## src/rtl/ahb_apb_bridge_pkg.sv

```systemverilog
// Shared definitions for the AHB-Lite to APB bridge: FSM state type and AHB code points.
// ERR1/ERR2 states exist only when AHB_APB_BRIDGE_SLVERR_EN is defined.
package ahb_apb_bridge_pkg;

`ifdef AHB_APB_BRIDGE_SLVERR_EN
  typedef enum logic [2:0] {ST_IDLE, ST_SETUP, ST_ACCESS, ST_ERR1, ST_ERR2} state_t;
`else
  typedef enum logic [1:0] {ST_IDLE, ST_SETUP, ST_ACCESS} state_t;
`endif

  localparam logic [1:0] HTRANS_IDLE   = 2'b00;
  localparam logic [1:0] HTRANS_BUSY   = 2'b01;
  localparam logic [1:0] HTRANS_NONSEQ = 2'b10;
  localparam logic [1:0] HTRANS_SEQ    = 2'b11;

  localparam logic [2:0] HSIZE_BYTE = 3'b000;
  localparam logic [2:0] HSIZE_HALF = 3'b001;
  localparam logic [2:0] HSIZE_WORD = 3'b010;

  function automatic logic is_active(input logic [1:0] htrans);
    return (htrans == HTRANS_NONSEQ) || (htrans == HTRANS_SEQ);
  endfunction

endpackage

```

## src/rtl/ahb_apb_pstrb_gen.sv

```systemverilog
// Combinational APB write-strobe generator from registered HSIZE, HADDR[1:0] and HWRITE.
module ahb_apb_pstrb_gen
  import ahb_apb_bridge_pkg::*;
(
  input  logic [2:0] hsize,
  input  logic [1:0] addr_lo,
  input  logic       hwrite,
  output logic [3:0] pstrb
);

  always_comb begin
    pstrb = '0;
    if (hwrite) begin
      case (hsize)
        HSIZE_BYTE: pstrb = 4'b0001 << addr_lo;
        HSIZE_HALF: pstrb = addr_lo[1] ? 4'b1100 : 4'b0011;
        // Word, and oversized sizes when they are executed rather than rejected.
        default:    pstrb = '1;
      endcase
    end
  end

endmodule

```

## src/rtl/ahb_apb_bridge.sv

```systemverilog
// AHB-Lite slave to APB master bridge; one APB SETUP/ACCESS per accepted AHB beat.
// Optional macro AHB_APB_BRIDGE_SLVERR_EN enables the two-cycle ERROR response.
module ahb_apb_bridge
  import ahb_apb_bridge_pkg::*;
#(
  parameter int ADDR_WIDTH = 16,
  parameter int DATA_WIDTH = 32
) (
  input  logic                    HCLK,
  input  logic                    HRESET,
  input  logic                    HSEL,
  input  logic                    HWRITE,
  input  logic                    HMASTLOCK,
  input  logic                    HREADY,
  input  logic [ADDR_WIDTH-1:0]   HADDR,
  input  logic [DATA_WIDTH-1:0]   HWDATA,
  input  logic [2:0]              HSIZE,
  input  logic [2:0]              HBURST,
  input  logic [3:0]              HPROT,
  input  logic [1:0]              HTRANS,
  output logic [DATA_WIDTH-1:0]   HRDATA,
  output logic                    HREADYOUT,
  output logic                    HRESP,
  output logic                    PSEL,
  output logic                    PENABLE,
  output logic                    PWRITE,
  output logic [2:0]              PPROT,
  output logic [DATA_WIDTH/8-1:0] PSTRB,
  output logic [ADDR_WIDTH-1:0]   PADDR,
  output logic [DATA_WIDTH-1:0]   PWDATA,
  input  logic [DATA_WIDTH-1:0]   PRDATA,
  input  logic                    PREADY,
  input  logic                    PSLVERR
);

  state_t                  state_q, state_d, start_state;
  logic                    take;
  logic                    hreadyout, hresp, psel, penable;
  logic [ADDR_WIDTH-1:0]   addr_q;
  logic                    write_q;
  logic [2:0]              size_q;
  logic [2:0]              pprot_q;
  logic [DATA_WIDTH-1:0]   pwdata_q;
  logic [DATA_WIDTH-1:0]   hrdata_q;
  logic                    unused_ok;

  // Accepting only while our own HREADYOUT is high keeps a held address phase from being taken early.
  assign take = HSEL & HREADY & is_active(HTRANS) & hreadyout;

`ifdef AHB_APB_BRIDGE_SLVERR_EN
  assign start_state = (HSIZE > HSIZE_WORD) ? ST_ERR1 : ST_SETUP;
  assign unused_ok   = ^{HBURST, HMASTLOCK, HPROT[3:2]};
`else
  assign start_state = ST_SETUP;
  assign unused_ok   = ^{HBURST, HMASTLOCK, HPROT[3:2], PSLVERR};
`endif

  always_ff @(posedge HCLK) begin
    if (HRESET) state_q <= ST_IDLE;
    else        state_q <= state_d;
  end

  always_comb begin
    state_d = state_q;
    case (state_q)
      ST_IDLE:   if (take) state_d = start_state;
      ST_SETUP:  state_d = ST_ACCESS;
      ST_ACCESS: begin
        if (PREADY) begin
`ifdef AHB_APB_BRIDGE_SLVERR_EN
          if (PSLVERR) state_d = ST_ERR1;
          else         state_d = take ? start_state : ST_IDLE;
`else
          state_d = take ? start_state : ST_IDLE;
`endif
        end
      end
`ifdef AHB_APB_BRIDGE_SLVERR_EN
      ST_ERR1:   state_d = ST_ERR2;
      ST_ERR2:   state_d = take ? start_state : ST_IDLE;
`endif
      default:   state_d = ST_IDLE;
    endcase
  end

  always_comb begin
    psel      = 1'b0;
    penable   = 1'b0;
    hreadyout = 1'b1;
    hresp     = 1'b0;
    case (state_q)
      ST_SETUP: begin
        psel      = 1'b1;
        hreadyout = 1'b0;
      end
      ST_ACCESS: begin
        psel    = 1'b1;
        penable = 1'b1;
`ifdef AHB_APB_BRIDGE_SLVERR_EN
        hreadyout = PREADY & ~PSLVERR;
`else
        hreadyout = PREADY;
`endif
      end
`ifdef AHB_APB_BRIDGE_SLVERR_EN
      ST_ERR1: begin
        hreadyout = 1'b0;
        hresp     = 1'b1;
      end
      ST_ERR2: hresp = 1'b1;
`endif
      default: ;
    endcase
  end

  always_ff @(posedge HCLK) begin
    if (HRESET) begin
      addr_q   <= '0;
      write_q  <= 1'b0;
      size_q   <= '0;
      pprot_q  <= '0;
      pwdata_q <= '0;
      hrdata_q <= '0;
    end else begin
      if (take) begin
        addr_q  <= HADDR;
        write_q <= HWRITE;
        size_q  <= HSIZE;
        pprot_q <= {~HPROT[0], 1'b0, HPROT[1]};
      end
      if (state_q == ST_SETUP)  pwdata_q <= HWDATA;
      if (state_q == ST_ACCESS) hrdata_q <= PRDATA;
    end
  end

  ahb_apb_pstrb_gen u_pstrb_gen (
    .hsize   (size_q),
    .addr_lo (addr_q[1:0]),
    .hwrite  (write_q),
    .pstrb   (PSTRB)
  );

  assign PSEL      = psel;
  assign PENABLE   = penable;
  assign HREADYOUT = hreadyout;
  assign HRESP     = hresp;
  assign PADDR     = addr_q;
  assign PWRITE    = write_q;
  assign PPROT     = pprot_q;
  // Write data arrives in the AHB data phase, which coincides with SETUP.
  assign PWDATA    = (state_q == ST_SETUP)  ? HWDATA : pwdata_q;
  assign HRDATA    = (state_q == ST_ACCESS) ? PRDATA : hrdata_q;

endmodule

```

## config.mk

```make
export PLATFORM = sky130hd
export DESIGN_NAME = ahb_apb_bridge
export DESIGN_NICKNAME = d
export VERILOG_FILES = /design/src/rtl/ahb_apb_bridge_pkg.sv /design/src/rtl/ahb_apb_pstrb_gen.sv /design/src/rtl/ahb_apb_bridge.sv
export SDC_FILE = /design/constraint.sdc
export NUM_CORES = 1
export LEC_CHECK = 0
export ABC_AREA = 1
export BUFFER_PORTS_ARGS = -buffer_cell sky130_fd_sc_hd__buf_2
export CAP_MARGIN = 15
export CORE_MARGIN = 5
export CORE_UTILIZATION = 47
export DETAILED_ROUTE_END_ITERATION = 10
export PLACE_DENSITY = 0.8
export REMOVE_ABC_BUFFERS = 1
export SYNTH_ARGS = -nofsm -noshare
export SYNTH_HDL_FRONTEND = slang
export SYNTH_SLANG_ARGS = --single-unit
```

## constraint.sdc

```tcl
create_clock -name HCLK -period 2.9 [get_ports HCLK]
set_clock_uncertainty 0.1 [all_clocks]
set_input_delay 0.145 -clock HCLK [delete_from_list [all_inputs] [get_ports HCLK]]
set_output_delay 0.145 -clock HCLK [all_outputs]
set_load 0.1 [all_outputs]
```

==> summary.md <==
| Metric | Value |
|---|---|
| Number of DRC markers in iteration 0 | 200 |
| VDD IR max | ~750 uV |
| Num Clock Sinks | around 90 |
| CORE AREA | 0.00725 mm^2 |
| IO buf count | about 180 |
| YS warnings | 0 |
| Critical Path Source | state_q[0]$_SDFFE_PP0P_ |
| Largest net degree at the start of global routing | 66 |
| Final hold vios | 0 |
| DP HPWL | approximately 6.9 mm |
| H-Tree Level Count | 3 |
| Initial core utilization | between 40% and 50% |
| Unrepaired setup endpoints after global routing | false |
| Top-Level Pins | 192 |
| Critical Path Source Type | flop |
| Diodes inserted | 0 |
| Synth Instances | between 400 and 500 |
| Reg-to-reg critical path startpoint | state_q[0]$_SDFFE_PP0P_ |
| Clock root buffer | clkbuf_8 |
| WS Path Type | reg -> out |
| Fin nets | between 800 and 900 |
| R2r endpoint | PPROT[2]$_SDFFE_PP0P_ |
| Status | finished, final reports clean |
| CTS max path bufs | 2 |
| Setup-failing EPs final | 0 |
| Register-to-Register Setup Slack | 0.63 ns |
| GRT Overall Usage | between 20 and 30% |
| First-pass GRT wire length | approximately 18 mm |
| Fin util | 75.3% |
| Slowest-stage cell, CP | inv_2 |
| Detailed Routing Iterations Pass 1 | 4 |
| Die Ht | 96.1 um |
| Synth Area in XOR/XNOR | 0% |
| Max-Cap Viols | 0 |
| Crit path top cell by count | nand2_1 |
| HP Start | HADDR[0] |
| Worst-skew pair later-pin latency | 0.33 ns |
| Worst hold path depth | 3 |
| Worst r2r path cells | 8 |
| Antenna violations before repair | 0 |
| Via Count | between 4k and 5k |
| Post-synthesis mux area share | 0% |
| DR WL/cell | 14.1 um |
| Max-slew headroom | 56.6% |
| Sequential-to-total area share from yosys stat | about half |
| Total power | 6.26 mW |
| Crit path capture type | primary output |
| Simple-Gate Fraction of Synth Area | 26.8% |
| Crit path time final | approximately 2.6 ns |
| Post-route clock period utilization | between 80% and 90% |
| WP data required | roughly 2.7 ns |
| Seq cells post-synth | 88 |
| Gpl congestion | 0.734 |
| Crit-path cells | inv_1, ha_1, inv_2, nand2_1, nand2_1, buf_2 |
| CTS buffer count | 9 |
| Share of cells above drive strength 1 | between 20% and 30% |
| Static leakage | about 2.9 nW |
| Hold EP | PADDR[0]$_SDFFE_PP0P_ |
| Cts repair resizes | 0 |
| CP peak stage delay | ~0.44 ns |
| Complex-gate fraction of the synthesized area | between 10% and 20% |
| Synth Cell Area | 0.00349 mm^2 |
| Max Clock Freq | 391 MHz |
| Pwr dens | around 1100 mW/mm^2 |
| Grt ovf | 0 |
| Average cell area after synthesis | approximately 7.2 um^2 |
| Post-Synth Adder-Cell Area | 1.79% |
| Crit-path max FO | 33 |
| Count of final max-slew check failures | 0 |
| Final WL | 11.9 mm |
| Row cnt | 31 |
| Post-synth cell types | 19 |
| Area grow syn2layout | 56.6% |
| Worst slew pin tran | between 0.6 and 0.7 ns |
| Main combinational cell family by area after synthesis | simple AND/OR/NAND/NOR gates |
| Final ANT Viol Nets | 0 |
| Worst Hold Class | in -> reg |
| Die width | ~96 um |
| Number of global-route vias before repair | 4143 |
| CTS tree | built |
| Critical Path AT | between 2 and 2.5 ns |
| Vias/cell | about 5 |
| Die Area | slightly above 0.009 mm^2 |
| Reg clk slew, reported paths | approximately 0.080 ns |
| DRC Markers | 0 |
-- cell type report --
type / instances / area (um^2)
clock inverters: 3 / 65.1
repair buffers: 270 / 1780
well taps: 99 / 124
flip-flops and latches: 88 / 1760
clock buffers: 12 / 155
inverters: 14 / 53.8
fillers: 547 / 1790
multi-input cells: 353 / 1520
-- layer usage --
layer	vias to the layer above	global-route usage (%)	share of wire, %	wire [um]
li1	2031	-	-	-
met1	1915	25.8	36	4310
met2	192	46.5	53	6320
met3	44	6.33	6.8	809
met4	0	13.4	3.6	431
met5	-	0	0	0
-- worst max path at each step --
stage / end / slack (ns) / cells after the start
5_1_grt: HRDATA[20] / 0.19 / 6
2_1_floorplan: PPROT[2]$_SDFFE_PP0P_ / -0.60 / 7
3_5_place_dp: PPROT[2]$_SDFFE_PP0P_ / 0.69 / 8
6_report: HRDATA[20] / 0.35 / 6
3_3_place_gp: PPROT[2]$_SDFFE_PP0P_ / 0.76 / 8
4_1_cts: HRDATA[31] / 0.37 / 6
-- critical path: cells and delay by family, from the launching register on --
family | cells | cell delay [ns]
buf+inv | 3 | 0.97
fa+ha+maj | 1 | 0.31
flops | 1 | 0.39
simple gates | 2 | 0.30
-- layout by cell type, fill, tap and decap left out --
| cell type | Yosys | layout |
|---|---|---|
| clkbuf_1 | 11 | 1 |
| nand2_2 | 2 | 2 |
| buf_4 | 3 | 5 |
| inv_1 | 12 | 12 |
| dlygate4sd3_1 | 0 | 84 |
| nor2_1 | 34 | 34 |
| nand2_1 | 206 | 206 |
| dfxtp_1 | 88 | 88 |
| clkbuf_8 | 0 | 11 |
| buf_2 | 7 | 181 |
| o21ai_0 | 18 | 18 |
| o21ai_4 | 1 | 1 |
| conb_1 | 1 | 2 |
| nand3_1 | 4 | 4 |
| a21oi_1 | 76 | 76 |
| bufinv_16 | 0 | 2 |
| ha_1 | 5 | 5 |
| inv_2 | 1 | 1 |
| o21ai_1 | 5 | 5 |
| clkinv_2 | 1 | 2 |
-- synthesized netlist by cell type --
cell	number	share of area [%]
dfxtp_1	88	51
ha_1	5	1.8
conb_1	1	0.11
buf_1	4	0.43
nand3_1	4	0.57
o21ai_1	5	0.72
buf_4	3	0.65
clkinv_2	1	0.14
inv_2	1	0.11
buf_6	4	1.3
nand2_2	2	0.36
clkbuf_1	11	1.2
inv_1	12	1.3
o21ai_4	1	0.47
nor2_1	34	3.7
o21ai_0	18	2.6
buf_2	7	1.0
a21oi_1	76	11
nand2_1	206	22
-- power by group --
part           total [mW]  internal, mW  switching, mW
Clock               0.928         0.527          0.400
Sequential           1.46          1.39         0.0698
Combinational        3.87         0.598           3.27
Total                6.26          2.52           3.74
-- registers in the layout, summed over array words and instances, names as in the netlist --
register / flops
PPROT: 2
pwdata_q: 32
PWRITE: 1
PADDR: 16
state_q: 2
size_q: 3
hrdata_q: 32
-- cell families (layout without fill, tap and decap cells) --
kind of cell	count (synthesis)	after routing
and+or+nand+nor	246	246
AOI/OAI and AO/OA	100	100
DFF	88	88
buffers and inverters	43	299
adders and majority gates	5	5
other	1	2
-- metrics by stage --
step	hold WS [ns]	setup slack [ns]	area, um^2	TNS [ns]	cells
after floorplan	0.114	-0.600	3330	-26.62	455
after global placement	0.233	0.756	4400	0	740
after detailed placement	0.238	0.686	4400	0	740
after CTS	0.000558	0.372	5460	0	839
after global routing	0.0274	0.185	5460	0	839
final	0.0114	0.345	5460	0	839
-- what timing repair did --
action | 4_1_cts | 5_1_grt
hold buffers | 84 | 0
endpoints found under the hold margin | 84 | 0
buffers inserted | 0 | 0
Note: power is estimated with default switching activity, not from simulation.
